<file path="config.mk">
export PLATFORM = sky130hd
export DESIGN_NAME = ex_div_unit
export DESIGN_NICKNAME = d
export VERILOG_FILES = /design/src/rtl/ex_div_unit_pkg.sv /design/src/rtl/ex_div_unit_div_step.sv /design/src/rtl/ex_div_unit.sv
export SDC_FILE = /design/constraint.sdc
export NUM_CORES = 1
export LEC_CHECK = 0
export ABC_AREA = 1
export CORE_UTILIZATION = 45
export CTS_CLUSTER_SIZE = 12
export DETAILED_ROUTE_END_ITERATION = 6
export DONT_BUFFER_PORTS = 1
export GPL_TIMING_DRIVEN = 0
export SLEW_MARGIN = 10
export SYNTH_ARGS = -nofsm -noshare
export SYNTH_HDL_FRONTEND = slang
export SYNTH_SLANG_ARGS = --single-unit
</file>
<file path="constraint.sdc">
create_clock -name clk -period 4.5 [get_ports clk]
set_clock_uncertainty 0.2 [all_clocks]
set_input_delay 0.9 -clock clk [delete_from_list [all_inputs] [get_ports clk]]
set_output_delay 0.9 -clock clk [all_outputs]
set_load 0.03 [all_outputs]
</file>
<file path="src/rtl/ex_div_unit_pkg.sv">
// Shared types and constants for the Execute-stage RV32M divide unit.
package riscv_pkg;

  // Operation encoding as delivered on DivOpE: bit 0 = unsigned, bit 1 = remainder.
  typedef enum logic [1:0] {
    DIV  = 2'b00,
    DIVU = 2'b01,
    REM  = 2'b10,
    REMU = 2'b11
  } div_op_t;

  typedef enum logic [1:0] {
    IDLE = 2'b00,
    CALC = 2'b01,
    DONE = 2'b10
  } div_state_t;

  localparam logic [31:0] DIV_BY_ZERO_Q = 32'hFFFF_FFFF;
  localparam logic [31:0] INT_MIN       = 32'h8000_0000;

endpackage

</file>
<file path="src/rtl/ex_div_unit_div_step.sv">
// One radix-2 restoring iteration: shift the next dividend bit into the
// partial remainder, subtract the divisor when it fits, and emit the quotient bit.
module div_step #(
  parameter int XLEN = 32
) (
  input  logic [XLEN-1:0] rem,
  input  logic [XLEN-1:0] dvd,
  input  logic [XLEN-1:0] divisor,
  output logic [XLEN-1:0] rem_next,
  output logic [XLEN-1:0] dvd_next,
  output logic            qbit
);

  logic [XLEN:0] trial;

  // Compare/subtract in XLEN+1 bits; the surviving remainder always fits XLEN bits
  // because the incoming remainder is strictly below the divisor.
  always_comb begin
    trial    = {rem, dvd[XLEN-1]};
    qbit     = (trial >= {1'b0, divisor});
    rem_next = qbit ? XLEN'(trial - {1'b0, divisor}) : trial[XLEN-1:0];
    dvd_next = {dvd[XLEN-2:0], qbit};
  end

endmodule

</file>
<file path="src/rtl/ex_div_unit.sv">
// Iterative RV32M divider (DIV/DIVU/REM/REMU) sitting beside the ALU in EX.
// Holds BusyE while working so the pipeline stalls; DoneE pulses for one cycle
// with the result on DivResultE, which then holds until the next completion.
//
// Handshake: StartE is sampled only in IDLE while KillE is low; BusyE is high in
// that acceptance cycle and throughout CALC, low in DONE so EX can advance with the
// result. KillE returns the unit to IDLE on the next edge from any state.
module ex_div_unit
  import riscv_pkg::*;
#(
  parameter int XLEN = 32
) (
  input  logic            clk,
  input  logic            reset,
  input  logic            StartE,
  input  logic [1:0]      DivOpE,
  input  logic [XLEN-1:0] SrcAE,
  input  logic [XLEN-1:0] SrcBE,
  input  logic            KillE,
  output logic            BusyE,
  output logic            DoneE,
  output logic [XLEN-1:0] DivResultE,
  output logic [1:0]      state_dbg
);

  localparam int CNT_W = $clog2(XLEN);
  localparam logic [XLEN-1:0] MIN_VAL = {1'b1, {(XLEN-1){1'b0}}};

  div_state_t      state, state_next;
  div_op_t         op_q;
  logic            qneg, rneg;
  logic [CNT_W-1:0] cnt;
  logic [XLEN-1:0] rem_q, dvd_q, div_q, hold_q;

  logic            signed_op, a_neg, b_neg, div_zero, ovf, start;
  logic [XLEN-1:0] abs_a, abs_b;
  logic [XLEN-1:0] rem_next, dvd_next;
  logic            qbit;
  logic [XLEN-1:0] q_fix, r_fix, result;

  div_step #(.XLEN(XLEN)) u_step (
    .rem      (rem_q),
    .dvd      (dvd_q),
    .divisor  (div_q),
    .rem_next (rem_next),
    .dvd_next (dvd_next),
    .qbit     (qbit)
  );

  // Operand conditioning: magnitudes for signed ops and special-case detection.
  always_comb begin
    signed_op = ~DivOpE[0];
    a_neg     = signed_op & SrcAE[XLEN-1];
    b_neg     = signed_op & SrcBE[XLEN-1];
    abs_a     = a_neg ? (~SrcAE + 1'b1) : SrcAE;
    abs_b     = b_neg ? (~SrcBE + 1'b1) : SrcBE;
    div_zero  = (SrcBE == '0);
    ovf       = signed_op & (SrcAE == MIN_VAL) & (SrcBE == '1);
    start     = (state == IDLE) & StartE & ~KillE;
  end

  // Sign correction and quotient/remainder select. Special cases preload the
  // registers with final values and clear both sign flags, so they pass through.
  always_comb begin
    q_fix  = qneg ? (~dvd_q + 1'b1) : dvd_q;
    r_fix  = rneg ? (~rem_q + 1'b1) : rem_q;
    result = ((op_q == REM) || (op_q == REMU)) ? r_fix : q_fix;
  end

  // Next-state logic; KillE overrides everything and returns to IDLE.
  always_comb begin
    state_next = state;
    case (state)
      IDLE:    if (start) state_next = (div_zero || ovf) ? DONE : CALC;
      CALC:    if (cnt == '0) state_next = DONE;
      DONE:    state_next = IDLE;
      default: state_next = IDLE;
    endcase
    if (KillE) state_next = IDLE;
  end

  // State register plus operand, iteration and result-hold registers.
  always_ff @(posedge clk) begin
    if (reset) begin
      state  <= IDLE;
      op_q   <= DIV;
      qneg   <= 1'b0;
      rneg   <= 1'b0;
      cnt    <= '0;
      rem_q  <= '0;
      dvd_q  <= '0;
      div_q  <= '0;
      hold_q <= '0;
    end else begin
      state <= state_next;
      if (start) begin
        op_q <= div_op_t'(DivOpE);
        if (div_zero) begin
          dvd_q <= '1;
          rem_q <= SrcAE;
          qneg  <= 1'b0;
          rneg  <= 1'b0;
        end else if (ovf) begin
          dvd_q <= MIN_VAL;
          rem_q <= '0;
          qneg  <= 1'b0;
          rneg  <= 1'b0;
        end else begin
          dvd_q <= abs_a;
          div_q <= abs_b;
          rem_q <= '0;
          qneg  <= a_neg ^ b_neg;
          rneg  <= a_neg;
          cnt   <= CNT_W'(XLEN - 1);
        end
      end else if (state == CALC) begin
        rem_q <= rem_next;
        dvd_q <= dvd_next;
        if (cnt != '0) cnt <= cnt - 1'b1;
      end
      if (state == DONE) hold_q <= result;
    end
  end

  // Outputs: result is live during DONE and held afterwards.
  always_comb begin
    BusyE      = ~reset & (start | (state == CALC));
    DoneE      = ~reset & (state == DONE);
    DivResultE = DoneE ? result : hold_q;
    state_dbg  = state;
  end

endmodule

</file>
==> results.sh <==
export IMPL_dr_wl_met2_um=21900
export IMPL_syn_avg_cell_area_sq_um=5.76
export IMPL_hold_viol=0
export IMPL_setup_tns_ns=0
export IMPL_critPathCaptureType="primary output"
export IMPL_stdcell_count=2636
export IMPL_synthMuxAreaShare=0
export IMPL_syn2layout_area_growth_pct=8.31
export IMPL_total_leakage_power_uw=0.00670
export IMPL_finalSetupViolCount=0
export IMPL_synthesis_instances=2226
export IMPL_root_buffer="clkbuf_16"
export IMPL_synthFlopType="dfxtp_1"
export IMPL_drv_cap=0
export IMPL_yosys_top_cells_area="dfxtp_1 22%, nand2_1 18%, nand3_1 9.4%"
export IMPL_cts_sinks=138
export IMPL_synth_top_cell_area_share=0.215
export IMPL_drtIter0Drc=1681
export IMPL_start_kind="flip-flop"
export IMPL_core_area_sq_um=27900
export IMPL_hold_start="hold_q[0]"
export IMPL_synth_edff_count=0
export IMPL_endpoint="DivResultE[12]"
export IMPL_yosysWarnings=0
export IMPL_fin_crit_ns=4.28
export IMPL_drt_first_pass_iters=7
export IMPL_grt_total_usage=0.362
export IMPL_place_ws_ns=0.402
export IMPL_cp_required_ns=3.40
export IMPL_grt_antenna_before_repair=3
export IMPL_period_share=0.952
export IMPL_synth_compound_gate_area_share=0.182
export IMPL_rows=61
export IMPL_die_area_sq_um=29200
export IMPL_design_area_sq_um=13900
export IMPL_cts_hold_buf=0
export IMPL_dp_cells=2604
export IMPL_drive_above_1_share=0.0634
export IMPL_cp_max_fo=10
export IMPL_hpwl_um=43200
export IMPL_clkTransAtPathRegs_ns=0.06
export IMPL_netlist_area_sq_um=12800
export IMPL_rr_worst_depth=14
export IMPL_remaining_drc_errors=1
export IMPL_floorplan_initialDensity=0.459
export IMPL_status="finished, violations left"
export IMPL_drt_met1_wl_um=23000
export IMPL_die_width_um=171
export IMPL_numCtsBuffers=17
export IMPL_synth_top_family_by_area="simple AND/OR/NAND/NOR gates"
export IMPL_via_per_inst=5.62
export IMPL_tritoncts="built"
export IMPL_cts_buffer_depth=2
export IMPL_drt_antenna_violating_nets=0
export IMPL_async_reset_ff_frac=0
export IMPL_ys_types=51
export IMPL_rsz0062_at_grt="false"
export IMPL_max_freq_mhz=234
export IMPL_yosysSeqAreaShare=0.215
export IMPL_synth_top_cells_by_count="630 x nand2_1, 297 x inv_1, 242 x nand3_1"
export IMPL_rrSetupSlack_ns=1.67
export IMPL_overflow=0
export IMPL_ir_worst_vdd_v=0.000280
export IMPL_grt_start_max_net_pins=17
export IMPL_io_pins=106
export IMPL_worstMarginPinSlew_ns=1.17
export IMPL_routed_wl_um=52900
export IMPL_cts_htree_levels=4
export IMPL_clk_latency_ns=0.45
export IMPL_r2r_start="div_q[9]"
export IMPL_hold_path_class="flip-flop to flip-flop"
export IMPL_postPlaceCellArea_sq_um=13300
export IMPL_reg2reg_to="rem_q[20]"
export IMPL_vias=14800
export IMPL_route_met3_wl_um=6420
export IMPL_drv_slew=0
export IMPL_synthXorXnorAreaFrac=0.0396
export IMPL_io_buffers=0
export IMPL_startpoint="state_dbg[1]"
export IMPL_setup_slack_ns=0.218
export IMPL_synth_fp_nets=2336
export IMPL_synth_simple_area_share=0.396
export IMPL_nNetsFinal=2355
export IMPL_p_per_area_nw_per_um2=373
export IMPL_timing_slew_headroom=0.216
export IMPL_grt_pass1_vias=13300
export IMPL_p_total_uw=5180
export IMPL_arrival_ns=3.18
export IMPL_synth_largest_area_cell="dfxtp_1"
export IMPL_synth_seq_cells=138
export IMPL_die_y_um=171
export IMPL_grt_pass1_wl_um=77800
export IMPL_dr_max_layer_used="met5"
export IMPL_worstSetupPathType="flip-flop to primary output"
export IMPL_synth_most_common_cell="nand2_1"
export IMPL_place_gp_congestion=1.03
export IMPL_post_drt_wl_per_cell_um=20.1
export IMPL_synth_fa_ha_area_frac=0.0396
export IMPL_violations="design-rule violations"
timing repair:
action | 4_1_cts | 5_1_grt
setup endpoints to repair | 9 | 26
resized for setup | 1 | 1
gates cloned | 0 | 0
setup buffers | 0 | 0
hold endpoints to repair | 0 | 0
sequential cells by signal (all words and copies together), names as in the netlist:
| register | count |
|---|---|
| qneg | 1 |
| div_q | 32 |
| hold_q | 32 |
| cnt | 5 |
| rneg | 1 |
| op_q | 1 |
| rem_q | 32 |
| dvd_q | 32 |
| state_dbg | 2 |
stage by stage:
step	hold slack [ns]	util
2_1_floorplan	0.233	-
3_3_place_gp	0.256	0.476
3_5_place_dp	0.256	0.476
4_1_cts	0.267	0.497
5_1_grt	0.281	0.497
6_report	0.264	0.497
logic make-up after synthesis:
kind of cell               count (synthesis)
AOI/OAI and AO/OA                        421
xor gates and xnor gates                  58
adders and majority gates                 40
DFF                                      138
and+or+nand+nor                         1167
buffers and inverters                    402
placed cells by master, fill, tap and decap left out, drive strengths merged:
cell      synthesis  routed
nand2           640     640
inv             311     312
nand3           249     249
nor2            194     194
o21ai           184     184
a21oi           183     183
dfxtp           138     138
clkbuf           55      73
ha               39      39
nor3             38      38
xor2             32      32
buf              31      31
nand4            28      28
xnor2            26      26
o31ai            17      17
o211ai           15      15
clkinv            5      11
nand3b            8       8
o21bai            7       7
nor4              5       5
o22ai             4       4
clkinvlp          0       4
or2               4       4
a21o              3       3
a31oi             3       3
o21a              2       2
bufinv            0       2
diode             0       1
a41oi             1       1
and2              1       1
a211oi            1       1
a2111oi           1       1
fa                1       1
routing by layer:
metal	track usage	vias to the layer above
met5	0	-
met4	0.121	4
met3	0.119	98
met2	0.538	735
met1	0.488	6729
li1	-	7261
how the worst min path moves through the flow:
| stage | to | slack (ns) | cells after the start |
|---|---|---|---|
| floorplan | div_q[2] | 0.23 | 2 |
| global placement | hold_q[5] | 0.26 | 2 |
| detailed placement | hold_q[21] | 0.26 | 2 |
| CTS | hold_q[21] | 0.27 | 2 |
| global route | hold_q[0] | 0.28 | 2 |
| finish | hold_q[0] | 0.26 | 2 |
power by group:
| group | internal (uW) | leakage [uW] | switching [uW] |
|---|---|---|---|
| registers | 1310 | 0.00113 | 136 |
| logic | 748 | 0.00529 | 1550 |
| clock network | 830 | 0.000275 | 609 |
critical path: stages, from the launching register on:
cell	delay (ns)
dfxtp_1	0.60
inv_1	0.07
nor2_1	0.52
inv_1	0.29
nor2_2	0.38
clkbuf_1	0.35
nand2_1	0.14
o21ai_0	0.37
cell type report:
cell class              instances  area (sq um)
multi-input cells            1686          8430
clock buffers                  18           439
fillers                      3117         14000
diodes                          1          2.50
well taps                     378           473
plain buffers                  86           445
flip-flops and latches        138          2760
clock inverters                13           148
inverters                     316          1190
Note: power is estimated with default switching activity, not from simulation.
==> RTL edit 1: new RTL, config.mk and constraints unchanged <==
Register the output `DivResultE`; this adds one clock of latency there. The other outputs are not delayed to match.
--- a/src/rtl/ex_div_unit.sv
+++ b/src/rtl/ex_div_unit.sv
@@ -25,6 +25,8 @@
 
   localparam int CNT_W = $clog2(XLEN);
   localparam logic [XLEN-1:0] MIN_VAL = {1'b1, {(XLEN-1){1'b0}}};
+
+  logic [XLEN-1:0] DivResultE_d;
 
   div_state_t      state, state_next;
   div_op_t         op_q;
@@ -126,8 +128,12 @@
   always_comb begin
     BusyE      = ~reset & (start | (state == CALC));
     DoneE      = ~reset & (state == DONE);
-    DivResultE = DoneE ? result : hold_q;
+    DivResultE_d = DoneE ? result : hold_q;
     state_dbg  = state;
+  end
+
+  always_ff @(posedge clk) begin
+    DivResultE <= DivResultE_d;
   end
 
 endmodule
Function: changed (Yosys sat finds a counterexample within 4 cycles, from zero or initial values and one cycle with reset high).
==> RTL edit 1 against the original RTL <==
Die area is 8.9% higher; routed wire length is 6.3% higher; highest routed layer is now met4; register-to-register slack worse by 0.16 ns; maximum frequency is 12% higher; critical path depth is 2 lower; count of clock-buffer cells in the layout stayed put; global-route usage is 0.66 points lower; area after synthesis is 9.0% higher; total power is 6.0% higher; sequential cell count is 32 higher; final area is 8.7% higher; worst setup slack better by 0.46 ns.
==> RTL edit 1: results (changes against the original RTL) <==
outcome: "completed"
grt_pass1_vias: 14500  # +9.3%
drt_pre_antenna_iters: 6  # -1
async_reset_ff_frac: 0  # unchanged
synth.distinct_cells: 43  # -16%
wl_per_cell_um: 19.3  # -3.7%
avgViaCountPerCell: 5.51  # -2.1%
clock_latency_ns: 0.46
postCtsSetupBuffers: 0  # unchanged
cts_buffer_depth: 2  # unchanged
antenna_found_initial: 2  # -1
grt_util_all_layers: 0.356  # -0.00661
cts-root-buf: "clkbuf_16"
dr_wl_met3_mm: 5.77  # -10%
yosys_warnings: 0  # unchanged
worst_pin_slew_ns: 0.911  # -0.261 ns
port_buffers: 0  # unchanged
n_fill_cell: 3415  # +9.6%
hpwlAfterDp_mm: 46.4  # +7.4%
top_layer_used: "met4"
dr_wl_met2_mm: 23.0  # +4.9%
synth_fp_nets: 2593  # +11%
first_iter_violations: 1781  # +5.9%
timing.rr.start: "rem_q[19]"
synth_commonest_cells: "754 x nand2_1, 380 x inv_1, 289 x nor2_1, 237 x nand3_1, 179 x o21ai_0"
arrival_ns: 2.73  # -0.45 ns
wl_met1_mm: 25.7  # +12%
setup.worst_path.start: "state_dbg[1]"
cp_max_fo: 10  # unchanged
ys_seq_area_frac: 0.243  # +0.0279
cts_resized: 0  # -1
hp-start: "hold_q[19]"
synthTopCellsByArea: "dfxtp_1 24%, nand2_1 20%, inv_1 10%, nand3_1 8.5%, nor2_1 7.8%"
grt_start_max_net_pins: 17  # unchanged
routabilityCongestion: 1.02  # -0.58%
placed_area_um2: 14500  # +8.9%
peakVddDrop_v: 0.000301  # +7.3%
grt_pass1_wl_mm: 83.9  # +7.8%
h-tree-depth: 4  # unchanged
drive_gt1_frac: 0.0346  # -0.0287
p_leak_nw: 7.74  # +16%
cts_buffers: 17  # unchanged
path_clk_slew_ns: 0.07
hp-class: "flop to flop"
==> RTL edit 1: cell count changes in the layout (fill, tap and decap cells not counted), moves of 8 or more <==
cell | unedited run | this run
a21oi_1 | 161 | 101
a21oi_2 | 22 | 0
buf_2 | 9 | 22
dfxtp_1 | 138 | 170
inv_1 | 297 | 380
inv_2 | 12 | 4
nand2_1 | 630 | 754
nand4_1 | 26 | 42
nor2_1 | 176 | 289
o211ai_1 | 15 | 7
o21ai_0 | 158 | 179
o21ai_1 | 25 | 6
xor2_1 | 32 | 40
==> RTL edit 1: kinds of logic after synthesis <==
family                     after synthesis  share of synthesized area
AOI/OAI and AO/OA                      334                      0.127
xor gates and xnor gates                63                     0.0395
adders and majority gates               40                     0.0363
buffers and inverters                  472                      0.131
DFF                                    170                      0.243
and+or+nand+nor                       1404                      0.422
==> RTL edit 1: layer usage <==
| metal | global-route usage | vias to the layer above |
|---|---|---|
| met1 | 0.505 | 7263 |
| li1 | - | 7892 |
| met5 | 0 | - |
| met3 | 0.0746 | 110 |
| met4 | 0.129 | 0 |
| met2 | 0.524 | 765 |
==> RTL edit 1: final timing paths <==
path	cells past startpoint	end	slack [ns]
setup / recovery	5	DoneE	0.67
hold / removal	2	DivResultE[19]	0.25
setup reg to reg	16	dvd_q[0]	1.51
hold reg to reg	2	DivResultE[19]	0.25
==> RTL edit 1: metrics by stage <==
| stage | std cells | utilization | setup slack, ns |
|---|---|---|---|
| 2_1_floorplan | 2483 | - | 1.45 |
| 3_3_place_gp | 2879 | 0.473 | 0.971 |
| 3_5_place_dp | 2879 | 0.473 | 0.976 |
| 4_1_cts | 2909 | 0.494 | 0.720 |
| 5_1_grt | 2909 | 0.494 | 0.517 |
| 6_report | 2911 | 0.494 | 0.674 |
==> RTL edit 1: layout make-up <==
type / count / area [um^2] / share of cell area
antenna: 2 / 5.00 / 0.000331
buffer: 86 / 387 / 0.0256
clock buffer: 18 / 429 / 0.0284
clock inverter: 12 / 189 / 0.0125
inverter: 386 / 1450 / 0.0959
multi-input combinational: 1841 / 8740 / 0.579
sequential: 170 / 3400 / 0.225
tap: 396 / 495 / 0.0328
==> RTL edit 1: worst max-delay path: stages, from the launching register on <==
cell and delay (ns):
dfxtp_1 0.68, inv_1 0.14, nor2_2 0.53, inv_1 0.27, nor2_2 0.27, buf_2 0.37
==> RTL edit 1: where the power goes <==
part	internal (mW)	leakage, nW	total (mW)	switching [mW]
Combinational	0.675	6.05	2.18	1.50
Clock	0.934	0.304	1.61	0.671
Sequential	1.58	1.39	1.71	0.128
==> RTL edit 2: new RTL, same flow settings <==
Made on the original files. `XLEN` is set to 32 in 2 places; all go to 16.
--- a/src/rtl/ex_div_unit_div_step.sv
+++ b/src/rtl/ex_div_unit_div_step.sv
@@ -1,7 +1,7 @@
 // One radix-2 restoring iteration: shift the next dividend bit into the
 // partial remainder, subtract the divisor when it fits, and emit the quotient bit.
 module div_step #(
-  parameter int XLEN = 32
+  parameter int XLEN = 16
 ) (
   input  logic [XLEN-1:0] rem,
   input  logic [XLEN-1:0] dvd,
--- a/src/rtl/ex_div_unit.sv
+++ b/src/rtl/ex_div_unit.sv
@@ -8,7 +8,7 @@
 module ex_div_unit
   import riscv_pkg::*;
 #(
-  parameter int XLEN = 32
+  parameter int XLEN = 16
 ) (
   input  logic            clk,
   input  logic            reset,
Interface: changed (resized DivResultE, SrcAE and SrcBE); port bits go from 106 to 58. The function was not compared with the original's and may differ.
==> RTL edit 2 against the original RTL <==
Critical path type unchanged; worst setup slack better by 0.53 ns; non-clock buffer count is 50 lower; routed wire length fell by 61%; final area decreased by 50%; area after synthesis shrank 50%; largest cell class unchanged; synthesized cell count decreased by 51%; sequential cell count is 65 lower; total power down 54%; worst hold slack worse by 0.00093 ns; first-iteration DRC count fell by 66%.
==> RTL edit 2: results (changes against the original RTL) <==
final_nets: 1170  # -50%
synth_fp_nets: 1159  # -50%
hpwlAfterDp_mm: 16.7  # -61%
first_iter_violations: 575  # -66%
dp_slack_ns: 0.857  # +0.455 ns
r2r_slack_ns: 1.96  # +0.29 ns
timing.rr.start: "dvd_q[15]"
peakVddDrop_v: 0.000220  # -22%
n_antenna_cell: 0  # -1
grt_pass1_vias: 6295  # -53%
fin_ws_ns: 0.748  # +0.530 ns
worst_pin_slew_ns: 0.940  # -0.232 ns
holdWs_ns: 0.264  # -0.000925 ns
hp-start: "hold_q[1]"
synth.distinct_cells: 44  # -14%
r2r_cells: 11  # -3
h-tree-depth: 3  # -1
avgViaCountPerCell: 5.32  # -5.4%
grt_pass1_wl_mm: 32.7  # -58%
cts_resized: 0  # -1
synthTopCellsByArea: "dfxtp_1 23%, nand2_1 17%, nand3_1 8.9%, inv_1 8.3%, nor2_1 6.6%"
grt_start_max_net_pins: 16  # -1
routabilityCongestion: 0.958  # -6.9%
wirelength_mm: 20.5  # -61%
outcome: "completed"
synth_commonest_cells: "285 x nand2_1, 142 x inv_1, 115 x nand3_1, 113 x nor2_1, 77 x o21ai_0"
placed_area_um2: 6680  # -50%
==> RTL edit 2: changes by cell type after synthesis, moves of 18 or more <==
cell / unedited run / this run
nand2_1: 630 / 285
inv_1: 297 / 142
nand3_1: 242 / 115
a21oi_1: 161 / 73
o21ai_0: 158 / 77
dfxtp_1: 138 / 73
nor2_1: 177 / 113
clkbuf_1: 55 / 16
xnor2_1: 26 / 6
o21ai_1: 25 / 7
==> RTL edit 2: per-layer routing <==
metal / share of wire / wire, um / global-route usage
met2: 0.42 / 8600 / 0.434
met3: 0.076 / 1560 / 0.0623
met5: 0 / 0 / 0
met4: 0.024 / 489 / 0.0926
met1: 0.48 / 9840 / 0.411
==> RTL edit 2: metrics by stage <==
| step | util | instances |
|---|---|---|
| after floorplan | - | 1098 |
| after global placement | 0.480 | 1278 |
| after detailed placement | 0.480 | 1278 |
| after CTS | 0.500 | 1294 |
| after global routing | 0.500 | 1294 |
| final | 0.500 | 1294 |
==> RTL edit 2: cell type report <==
type | count | area share
Multi-Input combinational cell | 831 | 0.603
Sequential cell | 73 | 0.210
Inverter | 158 | 0.0851
Clock buffer | 9 | 0.0323
Tap cell | 180 | 0.0323
Buffer | 36 | 0.0289
Clock inverter | 7 | 0.00862
==> RTL edit 2: worst max path at each step <==
stage                      start             end  cells past startpoint
global route        state_dbg[1]  DivResultE[10]                      7
global placement           reset   DivResultE[4]                      4
detailed placement         reset   DivResultE[4]                      4
floorplan                  reset   DivResultE[0]                      4
CTS                 state_dbg[1]  DivResultE[10]                      7
finish              state_dbg[1]  DivResultE[10]                      7
==> RTL edit 2: power by group <==
part / internal, mW / switching (mW) / leakage, nW / total (mW)
clock: 0.383 / 0.326 / 0.131 / 0.709
combinational: 0.331 / 0.615 / 2.62 / 0.946
sequential: 0.691 / 0.0573 / 0.598 / 0.748
total: 1.40 / 0.998 / 3.35 / 2.40
==> RTL edit 2: worst max-delay path, cell delays in order (launching register included) <==
cell and delay (ns):
dfxtp_1 0.54, inv_2 0.09, nor2_2 0.41, inv_2 0.21
nor2_2 0.28, buf_2 0.37, nand2_1 0.14, nand2_1 0.25
==> RTL edit 2: logic make-up after synthesis <==
logic type | after synthesis | share of synthesized area
and+or+nand+nor | 597 | 0.414
buffers and inverters | 194 | 0.123
adders and majority gates | 23 | 0.0457
AOI/OAI and AO/OA | 185 | 0.155
DFF | 73 | 0.226
xor gates and xnor gates | 26 | 0.0353
